File: config.mk
export PLATFORM = sky130hd
export DESIGN_NAME = blowfish128_decrypt_core
export DESIGN_NICKNAME = d
export VERILOG_FILES = /design/src/rtl/blowfish128_pkg.sv /design/src/rtl/blowfish128_dec_keysel.sv /design/src/rtl/blowfish128_decrypt_core.sv
export SDC_FILE = /design/constraint.sdc
export NUM_CORES = 1
export LEC_CHECK = 0
export BUFFER_PORTS_ARGS = -buffer_cell sky130_fd_sc_hd__buf_2
export CORE_AREA = 3 3 404 406
export CTS_BUF_LIST = sky130_fd_sc_hd__clkbuf_16
export CTS_CLUSTER_SIZE = 24
export DETAILED_ROUTE_END_ITERATION = 8
export DIE_AREA = 0 0 407 409
export MAX_ROUTING_LAYER = met4
export PLACE_DENSITY = 0.33
export SKIP_CTS_REPAIR_TIMING = 1
export SLEW_MARGIN = 20
export SYNTH_ARGS = -nofsm -noshare
export SYNTH_HDL_FRONTEND = slang
export SYNTH_SLANG_ARGS = --single-unit
File: constraint.sdc
create_clock -name Clk -period 19.7 [get_ports Clk]
set_input_delay 1.97 -clock Clk [delete_from_list [all_inputs] [get_ports Clk]]
set_output_delay 1.97 -clock Clk [all_outputs]
set_load 0.01 [all_outputs]
File: src/rtl/blowfish128_pkg.sv
// Shared Blowfish-128 types: FSM state encoding, half-block and subkey word types.
package blowfish128_pkg;

    localparam int BF128_ROUNDS = 8;
    localparam int BF128_HALF_W = 64;

    typedef logic [31:0]             subkey_t;
    typedef logic [BF128_HALF_W-1:0] half_t;

    typedef enum logic [2:0] {
        ST_IDLE,
        ST_XORK,
        ST_FREQ,
        ST_FWAIT,
        ST_FINAL
    } state_t;

endpackage

File: src/rtl/blowfish128_dec_keysel.sv
// Decryption key schedule mux: round r uses K(10-r); K1/K2 feed the output whitening.
module blowfish128_dec_keysel
    import blowfish128_pkg::*;
(
    input  logic [3:0] i_round,
    input  subkey_t    i_p [0:19],
    output half_t      o_kround,
    output half_t      o_k1,
    output half_t      o_k2
);

    // K_i = {P(2i-1), P(2i)}, with P1 at index 0
    always_comb begin
        o_kround = '0;
        case (i_round)
            4'd0:    o_kround = {i_p[18], i_p[19]};
            4'd1:    o_kround = {i_p[16], i_p[17]};
            4'd2:    o_kround = {i_p[14], i_p[15]};
            4'd3:    o_kround = {i_p[12], i_p[13]};
            4'd4:    o_kround = {i_p[10], i_p[11]};
            4'd5:    o_kround = {i_p[8],  i_p[9]};
            4'd6:    o_kround = {i_p[6],  i_p[7]};
            4'd7:    o_kround = {i_p[4],  i_p[5]};
            default: o_kround = '0;
        endcase
    end

    assign o_k1 = {i_p[0], i_p[1]};
    assign o_k2 = {i_p[2], i_p[3]};

endmodule

File: src/rtl/blowfish128_decrypt_core.sv
// Iterative Blowfish-128 decryption core sharing an external F unit via X/Y handshake.
// Define BLOWFISH128_DEC_KEYCHK_EN to abort a block when skey_ready drops mid-block.
module blowfish128_decrypt_core
    import blowfish128_pkg::*;
#(
    parameter int ROUNDS = BF128_ROUNDS
)
(
    input  logic         Clk,
    input  logic         Rst,
    input  logic         Enable,
    input  logic [127:0] cipherText,
    output logic [127:0] plainText,
    output logic         plainReady,
    input  logic         skey_ready,
    input  subkey_t      P1,  P2,  P3,  P4,  P5,  P6,  P7,  P8,  P9,  P10,
    input  subkey_t      P11, P12, P13, P14, P15, P16, P17, P18, P19, P20,
    output half_t        X,
    output logic         ffunc_enable,
    input  half_t        Y,
    input  logic         ffunc_ready
);

    state_t       r_state, w_state_nx;
    half_t        r_lh, r_rh, w_lh_nx, w_rh_nx;
    logic [3:0]   r_cnt, w_cnt_nx;
    logic [127:0] r_pt, w_pt_nx;
    logic         r_prdy, w_prdy_nx;
    logic         w_keyok;
    half_t        w_kround, w_k1, w_k2;
    subkey_t      w_p [0:19];

    assign w_p = '{P1, P2, P3, P4, P5, P6, P7, P8, P9, P10,
                   P11, P12, P13, P14, P15, P16, P17, P18, P19, P20};

    blowfish128_dec_keysel u_keysel (
        .i_round  (r_cnt),
        .i_p      (w_p),
        .o_kround (w_kround),
        .o_k1     (w_k1),
        .o_k2     (w_k2)
    );

`ifdef BLOWFISH128_DEC_KEYCHK_EN
    assign w_keyok = skey_ready;
`else
    assign w_keyok = 1'b1;
`endif

    always_comb begin
        w_state_nx   = r_state;
        w_lh_nx      = r_lh;
        w_rh_nx      = r_rh;
        w_cnt_nx     = r_cnt;
        w_pt_nx      = r_pt;
        w_prdy_nx    = 1'b0;
        ffunc_enable = 1'b0;
        X            = '0;
        case (r_state)
            ST_IDLE: begin
                if (Enable && skey_ready) begin
                    w_lh_nx    = cipherText[127:64];
                    w_rh_nx    = cipherText[63:0];
                    w_cnt_nx   = '0;
                    w_state_nx = ST_XORK;
                end
            end
            ST_XORK: begin
                w_lh_nx    = r_lh ^ w_kround;
                w_state_nx = ST_FREQ;
            end
            ST_FREQ: begin
                ffunc_enable = 1'b1;
                X            = r_lh;
                w_state_nx   = ST_FWAIT;
            end
            ST_FWAIT: begin
                X = r_lh;
                if (ffunc_ready) begin
                    w_lh_nx = r_rh ^ Y;
                    w_rh_nx = r_lh;
                    if (r_cnt == 4'(ROUNDS - 1)) begin
                        w_state_nx = ST_FINAL;
                    end else begin
                        w_cnt_nx   = r_cnt + 4'd1;
                        w_state_nx = ST_XORK;
                    end
                end
            end
            ST_FINAL: begin
                // registers still hold the last round's swap, so halves are crossed here
                w_pt_nx    = {r_rh ^ w_k1, r_lh ^ w_k2};
                w_prdy_nx  = 1'b1;
                w_state_nx = ST_IDLE;
            end
            default: w_state_nx = ST_IDLE;
        endcase
        if (r_state != ST_IDLE && !w_keyok) begin
            w_state_nx = ST_IDLE;
            w_lh_nx    = r_lh;
            w_rh_nx    = r_rh;
            w_cnt_nx   = r_cnt;
            w_pt_nx    = r_pt;
            w_prdy_nx  = 1'b0;
        end
    end

    always_ff @(posedge Clk or posedge Rst) begin
        if (Rst) begin
            r_state <= ST_IDLE;
            r_lh    <= '0;
            r_rh    <= '0;
            r_cnt   <= '0;
            r_pt    <= '0;
            r_prdy  <= 1'b0;
        end else begin
            r_state <= w_state_nx;
            r_lh    <= w_lh_nx;
            r_rh    <= w_rh_nx;
            r_cnt   <= w_cnt_nx;
            r_pt    <= w_pt_nx;
            r_prdy  <= w_prdy_nx;
        end
    end

    assign plainText  = r_pt;
    assign plainReady = r_prdy;

endmodule
# ---- Yosys cells after proc, flatten, opt, wreduce, memory -nomap -nowiden
# Cells that the tools add are included.
dict set report classes {
  muxes 18
  reduce_logical 10
  n_eq_ne 14
  n_bitwise 4
  addsub 1
}
# cell n
set op_table {}
lappend op_table {{$pmux 64 s8} 1}
lappend op_table {{$mux 64} 5}
lappend op_table {{$xor 64x64->64} 4}
lappend op_table {{$pmux 64 s3} 1}
lappend op_table {{$pmux 64 s2} 1}
lappend op_table {{$eq 4x3->1 const B} 4}
lappend op_table {{$mux 4} 3}
lappend op_table {{$pmux 3 s4} 1}
lappend op_table {{$mux 3} 3}
lappend op_table {{$eq 4x2->1 const B} 2}
lappend op_table {{$pmux 4 s2} 1}
lappend op_table {{$eq 3x2->1 const B} 2}
lappend op_table {{$ne 2x2->1 const B} 3}
lappend op_table {{$reduce_and 3->1} 2}
lappend op_table {{$add 4x1->4 const B} 1}
lappend op_table {{$eq 4x1->1 const B} 1}
lappend op_table {{$logic_not 4->1} 1}
lappend op_table {{$reduce_and 4->1} 1}
lappend op_table {{$eq 3x1->1 const B} 1}
lappend op_table {{$eq 3x3->1 const B} 1}
lappend op_table {{$logic_not 3->1} 1}
lappend op_table {{$reduce_bool 3->1} 1}
lappend op_table {{$mux 1} 2}
lappend op_table {{$reduce_and 2->1} 1}
lappend op_table {{other kinds (3)} 3}
dict set report word_totals {
  input_bits 837
  wordCells 53
  regBits 264
}

# ---- Depth between registers and ports, before layout
# Gate-level depths: netlist of the first run.
dict set report logic_depth {
  depth_word 4
  mapped_depth 8
}

# ---- Cells and area by module
# From an unflattened synthesis of the first run, not the netlist that was laid out.
dict set report unflattened {
  cells_unflattened 2359
  hier_area_um2 19864.1
}
# mod area_each_um2 cells_each instances
set modules_own_cells {}
lappend modules_own_cells {blowfish128_decrypt_core 13939.6 1482 1}
lappend modules_own_cells {blowfish128_dec_keysel 5924.4 877 1}

# ---- Worst setup path before layout of the first run
# No wires, ideal clock.
dict set report synth_timing {
  kind {register to output}
  from {reg r_state[1]}
  to {out X[13]}
  required_ns 17.730
  path_stages_with_launch 6
  slack_ns 16.429
  arrival_ns 1.301
  cell_sequence {dfrtp_1 buf_6 nor2b_1 clkbuf_1 clkbuf_1 and2_1}
}
dict set report synth_via {
  elab_chain_len 3
  word_cells_on_any_way 4
  classes_between {eq/ne (2); mux (1); reduce/logical (1)}
}
# item line
set synth_lines {}
lappend synth_lines {{start, declared} blowfish128_decrypt_core.sv:24} ;# state_t r_state, w_state_nx;
lappend synth_lines {{start signal, assigned} blowfish128_decrypt_core.sv:117} ;# r_state <= w_state_nx;
lappend synth_lines {{$eq 3x2->1} blowfish128_decrypt_core.sv:59} ;# case (r_state)
lappend synth_lines {{$reduce_or 2->1 (no source line) (*)} --}
lappend synth_lines {{$mux 64 (*)} blowfish128_decrypt_core.sv:59}
lappend synth_lines {{end, declared} blowfish128_decrypt_core.sv:18} ;# output half_t X,
# Every way passes the cells marked *; elsewhere a longest branch is shown, timed or not.

# ---- Worst setup path in the final report of the first run
dict set report layout_timing {
  from {reg r_state[1]}
  to {out X[61]}
}
# Same word-level chain as after synthesis.

==> impl_metrics.py, run 1 <==
metrics = {
    "floorplanning": {
        "pin_count": 1031,
        "die_width_microns": 407,
        "die_h_microns": 409,
        "core_area_sq_um": 160000,
        "die-area_sq_um": 166000,
        "rows": 147,
        "initial_core_util_pct": 10.9,
    },
    "global_route": {
        "grt_max_degree": 80,
        "grt_pass1_vias": 20500,
        "grt_pass1_wl_microns": 172000,
        "gr-total-overflow": 0,
        "track_usage_pct": 15.2,
        "antenna_found_initial": 54,
    },
    "synthesis": {
        "synth_top_family_by_area": "compound AO/OA/AOI/OAI gates",
        "synth.top_cells.by_area": "dfrtp_1 (38%), a22oi_1 (14%), a21oi_1 (7.5%)",
        "avgSynthCellArea_sq_um": 8.29,
        "synthAdderAreaFrac_pct": 0.287,
        "synth_area_sq_um": 17400,
        "synth.most_common_cell": "a22oi_1",
        "ys_ff_latch": 264,
        "synth_compound_area_share_pct": 31.3,
        "synth-xor-area-share_pct": 9.64,
        "synthSimpleGateAreaFrac_pct": 15.3,
        "yosys_warnings": 0,
        "synth_nets": 2945,
        "synth_top_flop_cell": "dfrtp_1",
        "synth_cells": 2104,
        "yosysSeqAreaShare_pct": 37.9,
        "synth_cell_types": 47,
        "synth_common_cells": "a22oi_1 (320), dfrtp_1 (264), nor2_1 (261), a21oi_1 (260), nand2_1 (195)",
        "synth_edf_count": 0,
        "synth_top_area_share_pct": 37.9,
        "synth_mux_area_share_pct": 0,
        "synth_area_leader_cell": "dfrtp_1",
        "async_flop_share_pct": 100,
    },
    "cts": {
        "cts.htree.levels": 2,
        "cts_root_buffer": "clkbuf_16",
        "clk_latency_ns": 0.60,
        "cts_inserted_buffers": 41,
        "cts.sink_count": 264,
        "clkTransAtPathRegs_ns": 0.05,
        "tritoncts": "done",
        "clockBufferDepth": 3,
    },
    "timing": {
        "fin_ws_ns": 14.70,
        "tightest_slew_ns": 1.10,
        "max_freq_mhz": 200,
        "hold_viol_final": 0,
        "period_minus_slack_ns": 5.00,
        "max_slew_margin_pct": 26.3,
        "setup_viol": 0,
        "post-route-period-util_pct": 25.4,
        "finalMaxSlewViolations": 0,
        "tns_ns": 0,
        "whs_ns": 0.521,
        "rsz0062_at_grt": "no",
        "clock_skew_ns": 0.0403,
    },
    "worst_setup_path": {
        "max_stage_delay_ns": 0.75,
        "end_kind": "output port",
        "cp_max_fo": 40,
        "arrival_ns": 3.03,
        "cpLargestDelayFamily": "simple AND/OR/NAND/NOR gates",
        "crit_type": "flop to output port",
        "cp_slowest_cell": "dfrtp_1",
        "critPathRequiredTime_ns": 17.73,
        "worstSetupStartpointType": "flop",
        "critPathBufInv": 2,
        "crit_chain": "nor2b_4, buf_4, and2_1, buf_2",
    },
    "pwr": {
        "p_sw_share_pct": 51.9,
        "powerDensity_nw_per_um2": 160,
        "power_switching_mw": 2.16,
        "vdd_drop_max_uv": 107,
        "leakagePower_nw": 10.5,
        "p_int_mw": 2.00,
        "pwr-share-clk_pct": 17.6,
        "finalPower_mw": 4.15,
        "combPwrFrac_pct": 55.7,
        "p_seq_share_pct": 26.8,
    },
    "place": {
        "dp.cells": 5138,
        "dpl.hpwl_microns": 104000,
        "dp_slack_ns": 15.14,
        "globalplace.congestion": 0.877,
        "port_buffers": 1030,
    },
    "route": {
        "drcViolationCount": 11,
        "ant_nets": 0,
        "drt-initial-drc-count": 1270,
        "drt_wl_total_microns": 129000,
        "firstDrtPassIters": 9,
        "vias_per_cell": 3.90,
        "vias": 20400,
        "wl_per_cell_microns": 24.7,
    },
    "cells_and_area": {
        "final_layout_size_suffix_gt1_share_pct": 37.5,
        "area_delta_synth_final_pct": 49.3,
        "final_net_count": 3862,
        "final_cells": 5233,
    },
    "run": {
        "drv_cap": 0,
    },
    "outcome": {
        "outcome": "finished with violations",
        "violations": "design-rule violations",
    },
    "hold_path": {
        "hold_class": "flop to flop",
    },
}
[registers in the layout, indices dropped and copies added (netlist names)]
register    flops
r_rh           64
r_lh           64
r_cnt           4
plainReady      1
plainText     128
r_state         3
[cell type report]
cell class              instances  area, sq um
clock buffers                  41         1030
clock inverters                28          236
multi-input cells            1650         9990
fillers                     18500       134000
well taps                    2160         2700
diodes                         26         65.1
inverters                       4         22.5
repair buffers               1060         5380
flip-flops and latches        264         6610
[final timing paths]
check                            from             end  slack [ns]  cells past startpoint
min                          r_cnt[3]        r_cnt[3]        0.52                      1
max in group asynchronous         Rst   plainText[71]       16.19                      4
max reg2reg                r_state[2]   plainText[18]       15.93                      7
min in group asynchronous         Rst  plainText[111]        1.48                      2
max                        r_state[1]           X[61]       14.70                      4
min reg2reg                  r_cnt[3]        r_cnt[3]        0.52                      1
[logic make-up after synthesis]
logic type               count (synthesis)
AO/OA/AOI/OAI                          848
XOR/XNOR                               192
adder cells (fa/ha/maj)                  4
buffers and inverters                  190
flip-flops                             264
AND/OR/NAND/NOR                        606
[per-stage QoR]
stage | cell area [sq um] | util, %
CTS | 26000 | 16.2
floorplan | 17400 | -
global placement | 24700 | 15.4
detailed placement | 24700 | 15.4
finish | 26000 | 16.3
global route | 26000 | 16.2
[placed cells by master, fill, tap and decap left out, types with 4 or more instances in the layout]
cell	count
a21oi_1	260
ha_4	4
diode_2	26
xor2_1	64
clkinvlp_4	4
nor2_1	261
and2_1	64
dfrtp_1	263
clkinv_1	12
buf_4	30
o2111ai_1	54
clkbuf_16	41
inv_1	8
a22oi_1	320
or3_1	64
buf_2	1030
o21ai_0	129
xnor2_1	128
nand2_1	193
bufinv_16	4
a31oi_1	64
o2111ai_2	10
[per-layer routing]
metal / up-vias / wire, microns / track usage, % / share of wire (%)
li1: 9531 / - / - / -
met1: 9926 / 51200 / 17.4 / 40
met2: 814 / 68500 / 27.7 / 53
met3: 138 / 7410 / 2.57 / 5.7
met4: 0 / 2240 / 3.16 / 1.7
met5: - / 0 / - / 0
[power by group through the flow]
stage | sequential [mW] | clock (mW) | combinational [mW]
after floorplan | 0.986 | 0 | 1.41
after global placement | 1.14 | 0 | 2.36
after detailed placement | 1.13 | 0 | 2.37
after CTS | 1.13 | 0.769 | 2.38
after global routing | 1.15 | 0.786 | 2.55
final | 1.11 | 0.730 | 2.31
[worst reg2reg max path: stages (launching register included)]
cell	delay [ns]
dfrtp_4	0.78
inv_1	0.35
nor3_4	0.17
buf_4	0.46
buf_4	0.76
buf_4	0.85
nor2_1	0.19
a21oi_1	0.15
Note: power is estimated with default switching activity, not from simulation.
==> run 2: changes to the inputs <==
==> constraint.sdc (replaced) <==
create_clock -name Clk -period 5.2 [get_ports Clk]
set_input_delay 0.52 -clock Clk [delete_from_list [all_inputs] [get_ports Clk]]
set_output_delay 0.52 -clock Clk [all_outputs]
set_load 0.01 [all_outputs]
==> run 2 against run 1 <==
  * Clock skew down 0.012 ns
  * Count of clock-buffer cells in the layout up 2
  * Critical path type unchanged
  * The run now ends clean
  * Hold slack worse by 0.48 ns
  * Wire length up 2.8%
==> impl_metrics.py, run 2 (synthesized netlist as in run 1, its figures left out) <==
metrics = {
    "outcome": {
        "outcome": "finished clean",
    },
    "pwr": {
        "vdd_drop_max_uv": 366,
        "powerDensity_nw_per_um2": 607,
        "leakagePower_nw": 10.6,
    },
    "worst_setup_path": {
        "arrival_ns": 2.73,
        "startpoint": "r_state[2]",
        "cp_max_fo": 42,
        "end_kind": "output port",
        "crit_top_cell": "buf_4",
        "worstReg2RegStart": "r_cnt[0]",
        "critPathRequiredTime_ns": 4.68,
        "worstSetupStartpointType": "flop",
        "cp_slowest_cell": "dfrtp_4",
        "crit_chain": "buf_4, nor2b_4, buf_4, and2_1, buf_2",
        "crit_type": "flop to output port",
        "max_stage_delay_ns": 0.79,
    },
    "cells_and_area": {
        "fillerInstances": 18500,
        "final_net_count": 3875,
        "largest_reg_flops": 128,
        "layout_common_cells": "buf_2 (1030), a22oi_1 (320), dfrtp_1 (263), nor2_1 (261), a21oi_1 (260)",
        "area_delta_synth_final_pct": 50.8,
        "layout_commonest_cell": "buf_2",
        "final_layout_size_suffix_gt1_share_pct": 37.8,
        "finalInstanceArea_sq_um": 26300,
    },
    "run": {
        "drv_cap": 0,
    },
    "place": {
        "port_buffers": 1030,
        "place_area_sq_um": 24900,
        "globalplace.congestion": 0.950,
        "dpl.hpwl_microns": 106000,
    },
    "timing": {
        "rsz0062_at_grt": "no",
        "tns_ns": 0,
        "setup_viol": 0,
        "clock_skew_ns": 0.0283,
        "hold_viol_final": 0,
        "max_freq_mhz": 308,
        "post-route-period-util_pct": 62.5,
        "tightest_slew_ns": 1.11,
        "max_slew_margin_pct": 26.1,
        "period_minus_slack_ns": 3.25,
        "finalMaxSlewViolations": 0,
    },
    "global_route": {
        "track_usage_pct": 15.6,
        "grt_max_degree": 107,
        "grt_pass1_vias": 20800,
        "antenna_found_initial": 61,
        "grt_pass1_wl_microns": 176000,
        "gr-total-overflow": 0,
    },
    "floorplanning": {
        "pin_count": 1031,
        "die_h_microns": 409,
        "core_area_sq_um": 160000,
        "rows": 147,
        "initial_core_util_pct": 10.9,
        "die-area_sq_um": 166000,
        "die_width_microns": 407,
    },
    "cts": {
        "clockBufferDepth": 3,
        "cts.sink_count": 264,
        "cts_root_buffer": "clkbuf_16",
        "clk_latency_ns": 0.59,
        "tritoncts": "done",
        "clkTransAtPathRegs_ns": 0.05,
        "cts_inserted_buffers": 42,
        "cts.htree.levels": 2,
    },
    "hold_path": {
        "hold_class": "input port to async pin",
    },
    "route": {
        "drcViolationCount": 0,
        "drt_wl_total_microns": 133000,
        "wl_per_cell_microns": 25.3,
        "vias": 20700,
        "ant_nets": 0,
        "firstDrtPassIters": 7,
        "drt-initial-drc-count": 1543,
        "vias_per_cell": 3.95,
    },
}
==> run 2: cell count changes in the layout (fill, tap and decap cells not counted), sizes merged <==
cell    change
clkinv      +3
buf        +12
bufinv      -1
diode       +2
inv         +2
clkbuf      +2
==> run 2: worst paths after layout <==
| kind | to | slack [ns] | depth (start not counted) |
|---|---|---|---|
| worst max-delay path | X[3] | 1.95 | 5 |
| worst min-delay path | plainText[44] | 0.04 | 2 |
| worst max register to register | r_lh[52] | 2.00 | 7 |
| worst min register to register | r_cnt[3] | 0.52 | 1 |
| max in group asynchronous | r_rh[13] | 3.95 | 3 |
| min in group Clk | r_rh[21] | 0.18 | 3 |
==> run 2: worst max-delay path: cells and delay by family, from the launching register on <==
family / cells / cell delay, ns
simple gates: 2 / 0.32
buf+inv: 3 / 0.96
flops: 1 / 0.79
==> run 2: where the power goes <==
group | switching [mW] | leakage [nW] | internal [mW]
Sequential | 1.26 | 2.74 | 2.89
Clock | 1.18 | 0.659 | 1.64
Combinational | 5.81 | 7.25 | 3.18
Total | 8.26 | 10.6 | 7.71
==> run 2: metrics by stage <==
step           hold WS [ns]  power, mW  worst slack [ns]  util, %  std cells
2_1_floorplan         0.464       9.06              1.20        -       2104
3_3_place_gp          0.506       13.4              1.85     15.5       5149
3_5_place_dp          0.512       13.4              1.87     15.5       5149
4_1_cts             0.00932       16.4              1.80     16.4       5224
5_1_grt              0.0450       17.2              1.74     16.4       5249
6_report             0.0415       16.0              1.95     16.4       5253
==> run 2: layout make-up <==
cell class | count | area [sq um] | share of cell area, %
well taps | 2160 | 2700 | 10.3
multi-input cells | 1650 | 9990 | 38.0
flip-flops and latches | 264 | 6610 | 25.1
clock buffers | 43 | 1080 | 4.09
inverters | 4 | 18.8 | 0.0714
clock inverters | 32 | 225 | 0.857
repair buffers | 1072 | 5600 | 21.3
diodes | 28 | 70.1 | 0.266
==> run 2: routing by layer <==
metal	part of all wire, %	routed length [microns]	track usage [%]	up-vias
li1	-	-	-	9577
met1	40	53000	18.1	10100
met2	52	69500	28.0	859
met3	5.6	7420	2.32	166
met4	2.3	3050	3.97	0
met5	0	0	-	-
